==> src/rtl/mac_lookup_req_pkg.sv <==
// mac_pkg: shared widths, state encoding and the MAC-to-index fold used by
// the ingress lookup requester (and by table-side tooling).
package mac_pkg;

   localparam int MAC_W = 48;
   localparam int LAT_W = 3;

   // Width of a port-number field for a switch with num_ports ports.
   function automatic int port_w(input int num_ports);
      return (num_ports > 1) ? $clog2(num_ports) : 1;
   endfunction

   // Width of a table index; kept as a helper so callers never hard-code it.
   function automatic int idx_w(input int addr_width);
      return (addr_width > 0) ? addr_width : 1;
   endfunction

   typedef enum logic [2:0] {
      ST_IDLE,
      ST_HDR,
      ST_REQ,
      ST_WAIT,
      ST_RESP
   } state_t;

   // XOR all aw-bit chunks of the MAC (LSB chunk first, last chunk zero
   // padded). Result sits in the low aw bits; upper bits stay zero.
   function automatic logic [MAC_W-1:0] mac_fold(input logic [MAC_W-1:0] mac,
                                                 input int aw);
      logic [MAC_W-1:0] acc;
      logic [5:0]       pos;
      logic [5:0]       src;
      acc = '0;
      for (int i = 0; i < MAC_W; i++) begin
         pos = 6'(i % aw);
         src = 6'(i);
         acc[pos] = acc[pos] ^ mac[src];
      end
      return acc;
   endfunction

endpackage

==> src/rtl/mac_lookup_req_if.sv <==
// Ingress byte stream, table request/response and fabric decision signals
// of the MAC lookup requester, bundled for connection to the top.
interface mac_lookup_req_if #(
   parameter int PW = 2,
   parameter int AW = 14
);
   logic [PW-1:0] ipnum;
   logic [7:0]    idata;
   logic          ivalid;
   logic          isof;
   logic          ieof;
   logic [AW-1:0] osa;
   logic [AW-1:0] oda;
   logic [PW-1:0] opnum;
   logic          owr_en;
   logic [PW-1:0] ilk_pnum;
   logic          ilk_hit;
   logic [PW-1:0] odec_pnum;
   logic          odec_flood;
   logic          odec_valid;
   logic          idec_ready;
   logic          oframe_drop;

   // Requester side.
   modport slave (
      input  ipnum, idata, ivalid, isof, ieof, ilk_pnum, ilk_hit, idec_ready,
      output osa, oda, opnum, owr_en, odec_pnum, odec_flood, odec_valid,
      oframe_drop
   );

   // Environment side: ingress MAC, lookup table and fabric.
   modport master (
      output ipnum, idata, ivalid, isof, ieof, ilk_pnum, ilk_hit, idec_ready,
      input  osa, oda, opnum, owr_en, odec_pnum, odec_flood, odec_valid,
      oframe_drop
   );
endinterface

==> src/rtl/mac_lookup_req_hdr_capture.sv <==
// mac_hdr_capture: collects DA (bytes 0-5) and SA (bytes 6-11) of a frame,
// flags runts and mid-header restarts, and pulses hdr_done on byte 11.
// The byte-11 cycle presents the complete SA combinationally so the request
// can be registered on the very next edge.
module mac_hdr_capture
   import mac_pkg::*;
#(
   parameter int PW = 2
) (
   input  logic             clk,
   input  logic             rst,
   input  logic             start_ok,
   input  logic [PW-1:0]    ipnum,
   input  logic [7:0]       idata,
   input  logic             ivalid,
   input  logic             isof,
   input  logic             ieof,
   output logic             hdr_start,
   output logic             hdr_done,
   output logic             hdr_drop,
   output logic [MAC_W-1:0] da,
   output logic [MAC_W-1:0] sa,
   output logic [PW-1:0]    pnum
);

   logic             busy;
   logic [3:0]       cnt;
   logic [MAC_W-1:0] da_sr;
   logic [MAC_W-9:0] sa_sr;
   logic [PW-1:0]    pnum_q;
   logic             sof_v;
   logic             sof_take;
   logic             runt;

   assign sof_v     = ivalid & isof;
   assign sof_take  = sof_v & (start_ok | busy);
   assign hdr_start = sof_take & ~ieof;
   assign hdr_done  = busy & ivalid & ~isof & (cnt == 4'd11);
   assign runt      = busy & ivalid & ~isof & ieof & (cnt != 4'd11);
   // A one-byte frame is a runt too; a restart abandons the frame in flight.
   assign hdr_drop  = runt | (busy & sof_v) | (sof_take & ieof & ~busy);

   assign da   = da_sr;
   assign sa   = {sa_sr, idata};
   assign pnum = pnum_q;

   // Byte counter and DA/SA shift registers.
   always_ff @(posedge clk or posedge rst) begin
      if (rst) begin
         busy   <= 1'b0;
         cnt    <= '0;
         da_sr  <= '0;
         sa_sr  <= '0;
         pnum_q <= '0;
      end else if (sof_take) begin
         busy   <= ~ieof;
         cnt    <= {3'b000, ~ieof};
         da_sr  <= {da_sr[MAC_W-9:0], idata};
         pnum_q <= ipnum;
      end else if (busy && ivalid) begin
         if (ieof || cnt == 4'd11) begin
            busy <= 1'b0;
            cnt  <= '0;
         end else begin
            cnt <= cnt + 4'd1;
            if (cnt < 4'd6) da_sr <= {da_sr[MAC_W-9:0], idata};
            else            sa_sr <= {sa_sr[MAC_W-17:0], idata};
         end
      end
   end

endmodule

==> src/rtl/mac_lookup_req.sv <==
// mac_lookup_req: ingress-side requester for the MAC learning/lookup table.
// Captures DA/SA, issues a combined learn+lookup request, waits pLK_LAT
// cycles for the table read and hands the egress decision to the fabric.
// Optional build macro MAC_LOOKUP_MCAST_EN: group DA forces flood, group SA
// suppresses the learn strobe.
//
// state   | meaning
// --------+-----------------------------------------------
// IDLE    | waiting for a SOF byte
// HDR     | capturing header bytes 1..11
// REQ     | request strobe cycle, load latency counter
// WAIT    | counting down table read latency
// RESP    | decision presented, waiting for fabric accept
module mac_lookup_req
   import mac_pkg::*;
#(
   parameter int pNUM_PORTS  = 4,
   parameter int pADDR_WIDTH = 14,
   parameter int pLK_LAT     = 2
) (
   input  logic iclk,
   input  logic irst,
   mac_lookup_req_if.slave bus
);

   localparam int PW = port_w(pNUM_PORTS);
   localparam int AW = idx_w(pADDR_WIDTH);

   state_t           state;
   logic [LAT_W-1:0] lat_cnt;
   logic             mc_da;
   logic             start_ok;
   logic             sof_ignored;
   logic             hdr_start;
   logic             hdr_done;
   logic             hdr_drop;
   logic [MAC_W-1:0] hdr_da;
   logic [MAC_W-1:0] hdr_sa;
   logic [PW-1:0]    hdr_pnum;
   logic             da_group;
   logic             sa_group;

`ifdef MAC_LOOKUP_MCAST_EN
   assign da_group = hdr_da[40];
   assign sa_group = hdr_sa[40];
`else
   assign da_group = 1'b0;
   assign sa_group = 1'b0;
`endif

   // A new frame may start from IDLE, or in the same cycle a decision is accepted.
   assign start_ok    = (state == ST_IDLE) | ((state == ST_RESP) & bus.idec_ready);
   assign sof_ignored = bus.ivalid & bus.isof &
                        ((state == ST_REQ) | (state == ST_WAIT) |
                         ((state == ST_RESP) & ~bus.idec_ready));

   mac_hdr_capture #(.PW(PW)) u_hdr (
      .clk      (iclk),
      .rst      (irst),
      .start_ok (start_ok),
      .ipnum    (bus.ipnum),
      .idata    (bus.idata),
      .ivalid   (bus.ivalid),
      .isof     (bus.isof),
      .ieof     (bus.ieof),
      .hdr_start(hdr_start),
      .hdr_done (hdr_done),
      .hdr_drop (hdr_drop),
      .da       (hdr_da),
      .sa       (hdr_sa),
      .pnum     (hdr_pnum)
   );

   // Request/wait/response FSM with registered outputs.
   always_ff @(posedge iclk or posedge irst) begin
      if (irst) begin
         state           <= ST_IDLE;
         lat_cnt         <= '0;
         mc_da           <= 1'b0;
         bus.osa         <= '0;
         bus.oda         <= '0;
         bus.opnum       <= '0;
         bus.owr_en      <= 1'b0;
         bus.odec_pnum   <= '0;
         bus.odec_flood  <= 1'b0;
         bus.odec_valid  <= 1'b0;
         bus.oframe_drop <= 1'b0;
      end else begin
         bus.owr_en      <= 1'b0;
         bus.oframe_drop <= hdr_drop | sof_ignored;
         case (state)
            ST_IDLE: begin
               if (hdr_start) state <= ST_HDR;
            end
            ST_HDR: begin
               if (hdr_done) begin
                  bus.oda    <= AW'(mac_fold(hdr_da, AW));
                  bus.osa    <= AW'(mac_fold(hdr_sa, AW));
                  bus.opnum  <= hdr_pnum;
                  bus.owr_en <= ~sa_group;
                  mc_da      <= da_group;
                  state      <= ST_REQ;
               end else if (hdr_drop && !hdr_start) begin
                  state <= ST_IDLE;
               end
            end
            ST_REQ: begin
               // Terminal count 0 lands the sample pLK_LAT cycles after the strobe.
               lat_cnt <= LAT_W'(pLK_LAT - 1);
               state   <= ST_WAIT;
            end
            ST_WAIT: begin
               if (lat_cnt != '0) begin
                  lat_cnt <= lat_cnt - LAT_W'(1);
               end else if (mc_da || !bus.ilk_hit) begin
                  bus.odec_flood <= 1'b1;
                  bus.odec_pnum  <= bus.opnum;
                  bus.odec_valid <= 1'b1;
                  state          <= ST_RESP;
               end else if (bus.ilk_pnum == bus.opnum) begin
                  bus.oframe_drop <= 1'b1;
                  state           <= ST_IDLE;
               end else begin
                  bus.odec_flood <= 1'b0;
                  bus.odec_pnum  <= bus.ilk_pnum;
                  bus.odec_valid <= 1'b1;
                  state          <= ST_RESP;
               end
            end
            ST_RESP: begin
               if (bus.idec_ready) begin
                  bus.odec_valid <= 1'b0;
                  state          <= hdr_start ? ST_HDR : ST_IDLE;
               end
            end
            default: state <= ST_IDLE;
         endcase
      end
   end

endmodule

==> src/flat_wrapper.sv <==
// flat-port wrapper written by rule: the top's interface ports become plain ports
module mac_lookup_req_flat import mac_pkg::*;
#(
   parameter int pNUM_PORTS  = 4,
   parameter int pADDR_WIDTH = 14,
   parameter int pLK_LAT     = 2
)
  (iclk, irst, bus_ipnum, bus_idata, bus_ivalid, bus_isof, bus_ieof, bus_ilk_pnum, bus_ilk_hit, bus_idec_ready, bus_osa, bus_oda, bus_opnum, bus_owr_en, bus_odec_pnum, bus_odec_flood, bus_odec_valid, bus_oframe_drop);
  mac_lookup_req_if #(.PW(2), .AW(14)) bus_i ();
  input  logic iclk;
  input  logic irst;
  input wire logic [$bits(bus_i.ipnum)-1:0] bus_ipnum;
  input wire logic [$bits(bus_i.idata)-1:0] bus_idata;
  input wire logic [$bits(bus_i.ivalid)-1:0] bus_ivalid;
  input wire logic [$bits(bus_i.isof)-1:0] bus_isof;
  input wire logic [$bits(bus_i.ieof)-1:0] bus_ieof;
  input wire logic [$bits(bus_i.ilk_pnum)-1:0] bus_ilk_pnum;
  input wire logic [$bits(bus_i.ilk_hit)-1:0] bus_ilk_hit;
  input wire logic [$bits(bus_i.idec_ready)-1:0] bus_idec_ready;
  output wire logic [$bits(bus_i.osa)-1:0] bus_osa;
  output wire logic [$bits(bus_i.oda)-1:0] bus_oda;
  output wire logic [$bits(bus_i.opnum)-1:0] bus_opnum;
  output wire logic [$bits(bus_i.owr_en)-1:0] bus_owr_en;
  output wire logic [$bits(bus_i.odec_pnum)-1:0] bus_odec_pnum;
  output wire logic [$bits(bus_i.odec_flood)-1:0] bus_odec_flood;
  output wire logic [$bits(bus_i.odec_valid)-1:0] bus_odec_valid;
  output wire logic [$bits(bus_i.oframe_drop)-1:0] bus_oframe_drop;
  assign bus_i.ipnum = bus_ipnum;
  assign bus_i.idata = bus_idata;
  assign bus_i.ivalid = bus_ivalid;
  assign bus_i.isof = bus_isof;
  assign bus_i.ieof = bus_ieof;
  assign bus_i.ilk_pnum = bus_ilk_pnum;
  assign bus_i.ilk_hit = bus_ilk_hit;
  assign bus_i.idec_ready = bus_idec_ready;
  assign bus_osa = bus_i.osa;
  assign bus_oda = bus_i.oda;
  assign bus_opnum = bus_i.opnum;
  assign bus_owr_en = bus_i.owr_en;
  assign bus_odec_pnum = bus_i.odec_pnum;
  assign bus_odec_flood = bus_i.odec_flood;
  assign bus_odec_valid = bus_i.odec_valid;
  assign bus_oframe_drop = bus_i.oframe_drop;
  mac_lookup_req #(.pNUM_PORTS(pNUM_PORTS), .pADDR_WIDTH(pADDR_WIDTH), .pLK_LAT(pLK_LAT)) u_core (.iclk(iclk), .irst(irst), .bus(bus_i));
endmodule
==> config.mk <==
export PLATFORM = sky130hd
export DESIGN_NAME = mac_lookup_req_flat
export DESIGN_NICKNAME = d
export VERILOG_FILES = /design/src/rtl/mac_lookup_req_pkg.sv /design/src/rtl/mac_lookup_req_if.sv /design/src/rtl/mac_lookup_req_hdr_capture.sv /design/src/rtl/mac_lookup_req.sv /design/src/flat_wrapper.sv
export SDC_FILE = /design/constraint.sdc
export NUM_CORES = 1
export LEC_CHECK = 0
export CORE_ASPECT_RATIO = 0.75
export CORE_UTILIZATION = 52
export DETAILED_ROUTE_END_ITERATION = 6
export PLACE_DENSITY = 0.76
export REMOVE_ABC_BUFFERS = 1
export SYNTH_ARGS = -nofsm -noshare
export SYNTH_HDL_FRONTEND = slang
export SYNTH_SLANG_ARGS = --single-unit
export TNS_END_PERCENT = 10
==> constraint.sdc <==
create_clock -name iclk -period 4.36 [get_ports iclk]
set_input_delay 0.872 -clock iclk [delete_from_list [all_inputs] [get_ports iclk]]
set_output_delay 0.872 -clock iclk [all_outputs]
set_load 0.005 [all_outputs]
==> impl_metrics.py, run 1 <==
metrics = {
    "route": {
        "viasPerCell": 5.319,
        "wl_per_cell_um": 15.97,
        "drt_wl_total_um": 10880,
        "postRouteAntennaNets": 0,
        "first_pass_iters": 4,
        "vias": 3622,
        "drtIter0Drc": 193,
        "drc": 0,
    },
    "hold_path": {
        "min_from": "u_core.bus.oda[13]$_DFFE_PP0P_",
        "min_path_type": "reg -> reg",
        "holdPathStages": 2,
    },
    "clock_tree": {
        "numCtsBuffers": 17,
        "holdBufCountCts": 0,
        "cts_max_path_buffers": 2,
        "clk_pin_slew_worst_paths_ns": 0.05,
        "ctsHtreeMaxLevel": 4,
        "postCtsSetupBuffers": 0,
        "cts_tree": "built",
        "cts_num_sinks": 137,
        "clock_latency_ns": 0.40,
        "cts_root_buffer": "clkbuf_16",
        "ctsResizeCount": 0,
    },
    "timing": {
        "min_period_ns": 2.794,
        "hold_viol_final": 0,
        "fin_skew_ns": 0.005084,
        "grt_setup_unrepaired": "false",
        "worst_slew_pin_slew_ns": 0.9841,
        "setup_viol": 0,
        "slew-limit-headroom": 0.3423,
        "tns_ns": 0,
        "max_freq_mhz": 357.9,
        "slew_violations": 0,
        "fin_crit_sh": 0.6408,
        "worst_slack_ns": 1.566,
        "whs_ns": 0.4757,
    },
    "run_status": {
        "outcome": "complete, no violations",
    },
    "floorplan": {
        "rows": 33,
        "fp.dieW_um": 126.6,
        "die-area_mm2": 0.01208,
        "initial_utilization": 0.5449,
        "coreArea_mm2": 0.01111,
        "die_y_um": 95.43,
        "io_pins": 55,
    },
    "yosys": {
        "synth_common_cells": "dfrtp_1 (137), mux2_2 (57), xnor2_1 (54), nand2_1 (37), mux2_1 (34)",
        "synth_top_area_share": 0.5665,
        "netlist_instances": 470,
        "synth_edf_count": 0,
        "synthArstFlopShare": 1.000,
        "syn-cell-area_mm2": 0.006052,
        "avgSynthCellArea_um2": 12.88,
        "yosysUniqueCellTypes": 42,
        "synth_top_area_cell": "dfrtp_1",
        "synth_area_leaders": "dfrtp_1 (57%), mux2_2 (11%), xnor2_1 (7.8%)",
        "ys_seq_elements": 137,
        "yosys_warnings": 0,
        "synth_seq_area_share": 0.5665,
        "synth-main-ff-cell": "dfrtp_1",
        "yosysMostFrequentCell": "dfrtp_1",
    },
    "critical_path": {
        "crit_chain": "clkdlybuf4s50_1 -> nand2_2 -> nor3b_4 -> nor3b_4 -> buf_4 -> mux2_2",
        "end_kind": "register",
        "regToRegStartpoint": "u_core.state[0]$_DFFE_PP0P_",
        "path_class": "in -> reg",
        "cp.required_ns": 4.64,
        "cp.arrival_ns": 3.08,
        "crit_fanout": 40,
        "cpMaxStageDelayCell": "clkdlybuf4s50_1",
        "startpoint_type": "input pin",
        "crit_path_start": "bus_ivalid",
        "max_stage_delay_ns": 0.60,
        "reg2regPathDepth": 6,
        "crit_top_cell": "nor3b_4",
    },
    "placement": {
        "pre_cts_ws_ns": 1.155,
        "port_buffers": 54,
        "gp_congestion": 0.7827,
        "post-dp-hpwl_um": 6900,
        "placed_area_mm2": 0.006694,
    },
    "grt": {
        "grt_pass1_wl_um": 18480,
        "grt_max_degree": 97,
        "grt_pass1_vias": 3741,
        "grt_overflow": 0,
        "antenna_found_initial": 0,
        "grt_usage": 0.2020,
    },
    "pwr": {
        "power_leakage_uw": 0.003285,
        "power_density_mw_per_mm2": 546.5,
        "peakVddDrop_mv": 0.3233,
    },
    "cells_and_area": {
        "drive_above_1_share": 0.1811,
        "final_area_mm2": 0.007264,
        "syn_to_final_growth_pct": 20.03,
        "nets": 552,
        "antennaDiodeCount": 0,
    },
    "run": {
        "maxCapViolations": 0,
    },
}
metrics by stage:
stage | utilization | power, uW | instances
6_report | 0.6541 | 3970 | 681
5_1_grt | 0.6541 | 4175 | 681
4_1_cts | 0.6541 | 4005 | 681
3_5_place_dp | 0.6027 | 2610 | 651
3_3_place_gp | 0.6027 | 2573 | 651
2_1_floorplan | - | 2407 | 452
path summary, 6_finish.rpt:
| kind | slack [ns] | endpoint |
|---|---|---|
| max in group asynchronous | 2.63 | u_core.bus.osa[1]$_DFFE_PP0P_ |
| max | 1.57 | u_core.u_hdr.sa_sr[37]$_DFFE_PP0P_ |
| min reg2reg | 0.48 | u_core.bus.oda[13]$_DFFE_PP0P_ |
| min in group asynchronous | 1.03 | u_core.bus.oda[10]$_DFFE_PP0P_ |
| min | 0.48 | u_core.bus.oda[13]$_DFFE_PP0P_ |
| max reg2reg | 1.91 | u_core.bus.osa[12]$_DFFE_PP0P_ |
routing by layer:
layer,global-route usage,vias to the layer above,part of all wire
li1,-,1734,-
met3,0.05163,19,0.030
met4,0.09137,0,0.018
met2,0.3099,56,0.46
met1,0.2735,1813,0.49
met5,0,-,0
power breakdown:
group	internal [uW]	leakage, uW	switching [uW]
Clock	886	0.000280	483
Combinational	505	0.00121	334
Sequential	1520	0.00180	241
state kept, by name, summed over array words and instances (netlist names), 2 cells and up:
register	count
u_core.lat_cnt	3
u_core.u_hdr.cnt	4
u_core.bus.osa	14
u_core.bus.opnum	2
u_core.u_hdr.pnum	2
u_core.bus.odec_pnum	2
u_core.u_hdr.sa_sr	40
u_core.state	3
u_core.u_hdr.da	48
u_core.bus.oda	14
critical path, delay by kind of cell:
family	cells	cell delay (ns)
buffers and inverters	2	1.05
AND/OR/NAND/NOR	3	0.74
multiplexers	1	0.39
layout by cell type, fill, tap and decap left out, types with 5 or more instances in the layout:
cell type,n
mux2_1,34
nand3_1,6
nand2_1,37
xnor2_1,54
o21ai_0,25
clkdlybuf4s50_1,54
clkbuf_1,5
mux2_2,57
a21oi_1,19
dfrtp_1,137
xor2_1,16
clkbuf_16,17
clkbuf_8,7
nor2_1,20
inv_1,5
cell type report:
class / count / area [um^2]
multi-input combinational: 309 / 2472
tap: 140 / 175.2
clock inverter: 1 / 30.03
fill: 804 / 3842
sequential: 137 / 3428
timing repair buffer: 59 / 590.6
clock buffer: 29 / 540.5
inverter: 6 / 27.53
cell families after synthesis:
group | after synthesis | synth area share
xor gates and xnor gates | 70 | 0.1013
DFF | 137 | 0.5665
muxes | 93 | 0.1726
AOI/OAI and AO/OA | 59 | 0.05561
buffers and inverters | 24 | 0.02626
adders and majority gates | 3 | 0.006203
and+or+nand+nor | 84 | 0.07153
No activity file was read; power rests on OpenSTA's default activity.
==> run 2: changes to the inputs <==
CORE_UTILIZATION = 57   (was 52)
PLACE_DENSITY = 0.79   (was 0.76)
clock period = 2.9 ns   (was 4.36 ns; I/O delays follow)
==> run 2 against run 1 <==
Cell area grew 1.8%. Global-route usage up 2.0 points. Cell count up 1.5%. Largest power group unchanged. Highest routed layer unchanged.
==> impl_metrics.py, run 2 (same netlist as run 1, synthesis figures left out) <==
metrics = {
    "placement": {
        "post-dp-hpwl_um": 7193,
        "pre_cts_ws_ns": -0.1915,
        "port_buffers": 54,
        "post-place-cells": 659,
        "gp_congestion": 0.7972,
    },
    "floorplan": {
        "die-area_mm2": 0.01104,
        "die_y_um": 91.24,
        "coreArea_mm2": 0.01029,
        "fp.dieW_um": 121.0,
        "io_pins": 55,
        "initial_utilization": 0.5882,
        "rows": 32,
    },
    "clock_tree": {
        "clock_latency_ns": 0.41,
        "cts_num_sinks": 137,
        "ctsHtreeMaxLevel": 4,
        "cts_root_buffer": "clkbuf_16",
        "holdBufCountCts": 0,
        "postCtsSetupBuffers": 0,
        "cts_max_path_buffers": 2,
        "ctsResizeCount": 0,
        "clk_pin_slew_worst_paths_ns": 0.06,
        "numCtsBuffers": 17,
        "cts_tree": "built",
    },
    "cells_and_area": {
        "final_cell_mix": "dfrtp_1 (137), mux2_2 (57), xnor2_1 (54), clkdlybuf4s50_1 (54), nand2_1 (37)",
        "syn_to_final_growth_pct": 22.25,
        "drive_above_1_share": 0.2054,
        "antennaDiodeCount": 0,
        "largest_reg_flops": 48,
        "layout_commonest_cell": "dfrtp_1",
        "nets": 564,
        "seq_area_mm2": 0.003428,
        "instances_no_fill": 691,
        "multi_input_area_mm2": 0.002472,
        "fillerInstances": 683,
    },
    "critical_path": {
        "worstReg2RegEnd": "u_core.u_hdr.da[13]$_DFFE_PP0P_",
        "cp.required_ns": 3.20,
        "regToRegStartpoint": "u_core.state[0]$_DFFE_PP0P_",
        "max_stage_delay_ns": 0.83,
        "cp_top_family": "compound AO/OA/AOI/OAI gates",
        "reg2regPathDepth": 6,
        "crit_chain": "clkdlybuf4s50_1 -> nand2b_1 -> a21oi_2 -> nor2_4 -> a21oi_4 -> buf_4 -> mux2_2",
        "crit_cells": 7,
        "cpMaxStageDelayCell": "a21oi_4",
        "cp.arrival_ns": 3.03,
        "worstPathBufferInverterCount": 2,
        "crit_fanout": 35,
        "reg2reg_slack_ns": 0.30,
        "end_kind": "register",
        "path_class": "in -> reg",
        "startpoint_type": "input pin",
    },
    "timing": {
        "slew_violations": 0,
        "worst_slew_pin_slew_ns": 1.110,
        "grt_setup_unrepaired": "false",
        "fin_crit_sh": 0.9419,
        "fin_skew_ns": 0.006573,
        "min_period_ns": 2.731,
        "max_freq_mhz": 366.1,
        "slew-limit-headroom": 0.2582,
        "setup_viol": 0,
        "worst_slack_ns": 0.1685,
        "hold_viol_final": 0,
    },
    "route": {
        "drc": 0,
        "first_pass_iters": 4,
        "vias": 3675,
        "postRouteAntennaNets": 0,
        "wl_per_cell_um": 15.65,
        "drtIter0Drc": 138,
        "drt_wl_total_um": 10810,
        "viasPerCell": 5.318,
    },
    "hold_path": {
        "min_from": "u_core.u_hdr.pnum[0]$_DFFE_PP0N_",
        "holdPathStages": 2,
        "min_path_type": "reg -> reg",
        "min_to": "u_core.bus.opnum[0]$_DFFE_PP0P_",
    },
    "pwr": {
        "intPower_uw": 4411,
        "switching_share": 0.2710,
        "power_density_mw_per_mm2": 817.9,
        "peakVddDrop_mv": 0.4320,
        "pwr-share-comb": 0.214,
        "p_sw_uw": 1640,
        "seqPwrFrac": 0.436,
        "power_leakage_uw": 0.003366,
        "p_clk_frac": 0.350,
    },
    "run": {
        "maxCapViolations": 0,
    },
    "grt": {
        "grt_pass1_vias": 3777,
        "grt_max_degree": 80,
        "grt_overflow": 0,
        "grt_usage": 0.2222,
        "grt_pass1_wl_um": 18720,
        "antenna_found_initial": 0,
    },
    "run_status": {
        "outcome": "complete, no violations",
    },
}
-- run 2: changes by cell type in the layout (fill, tap and decap cells not counted), moves of 2 or more --
cell	delta
clkinv_2	+5
buf_4	+9
clkbuf_8	-3
clkbuf_1	-2
buf_12	+3
-- run 2: worst max-delay path by stage --
stage | start | slack, ns | end
2_1_floorplan | irst | -1.35 | u_core.bus.oda[0]$_DFFE_PP0P_
3_3_place_gp | bus_idec_ready | -0.14 | u_core.u_hdr.da[21]$_DFFE_PP0P_
3_5_place_dp | bus_idec_ready | -0.19 | u_core.u_hdr.da[27]$_DFFE_PP0P_
4_1_cts | bus_idec_ready | 0.21 | u_core.u_hdr.da[13]$_DFFE_PP0P_
5_1_grt | bus_idec_ready | 0.08 | u_core.u_hdr.da[13]$_DFFE_PP0P_
6_report | bus_idec_ready | 0.17 | u_core.u_hdr.da[13]$_DFFE_PP0P_
-- run 2: worst register-to-register path, stage by stage (launching register included) --
cell     delay, ns
dfrtp_1       0.52
nor2_2        0.12
a21oi_2       0.25
nor2_4        0.07
a21oi_4       0.83
buf_4         0.34
mux2_2        0.36
-- run 2: power by group through the flow --
stage,combinational [uW],sequential (uW),clock [uW]
after CTS,1310,2650,2140
after global placement,1240,2650,0
after global routing,1430,2700,2230
after detailed placement,1290,2670,0
after floorplan,1060,2560,0
final,1300,2640,2120
-- run 2: layer usage --
metal  share of wire  global-route usage  vias to the layer above
li1                -                   -                     1757
met1            0.50              0.3140                     1847
met2            0.46              0.3329                       60
met3           0.036             0.06344                       11
met4          0.0093             0.06996                        0
met5               0                   0                        -
-- run 2: final cells by class --
type                    count  area share
flip-flops and latches    137      0.4634
multi-input cells         309      0.3342
repair buffers             71     0.09707
clock buffers              24     0.06646
well taps                 136     0.02300
clock inverters             8     0.01251
inverters                   6    0.003382
-- run 2: metrics by stage --
step	hold WS, ns	utilization	instance area (um^2)	power [uW]	TNS [ns]
4_1_cts	0.4709	0.7190	7398	6100	0
3_3_place_gp	0.4586	0.6622	6814	3888	-2.048
3_5_place_dp	0.4578	0.6622	6814	3959	-2.631
2_1_floorplan	0.4420	-	5916	3619	-184.90
5_1_grt	0.5017	0.7190	7398	6357	0
6_report	0.4733	0.7190	7398	6051	0
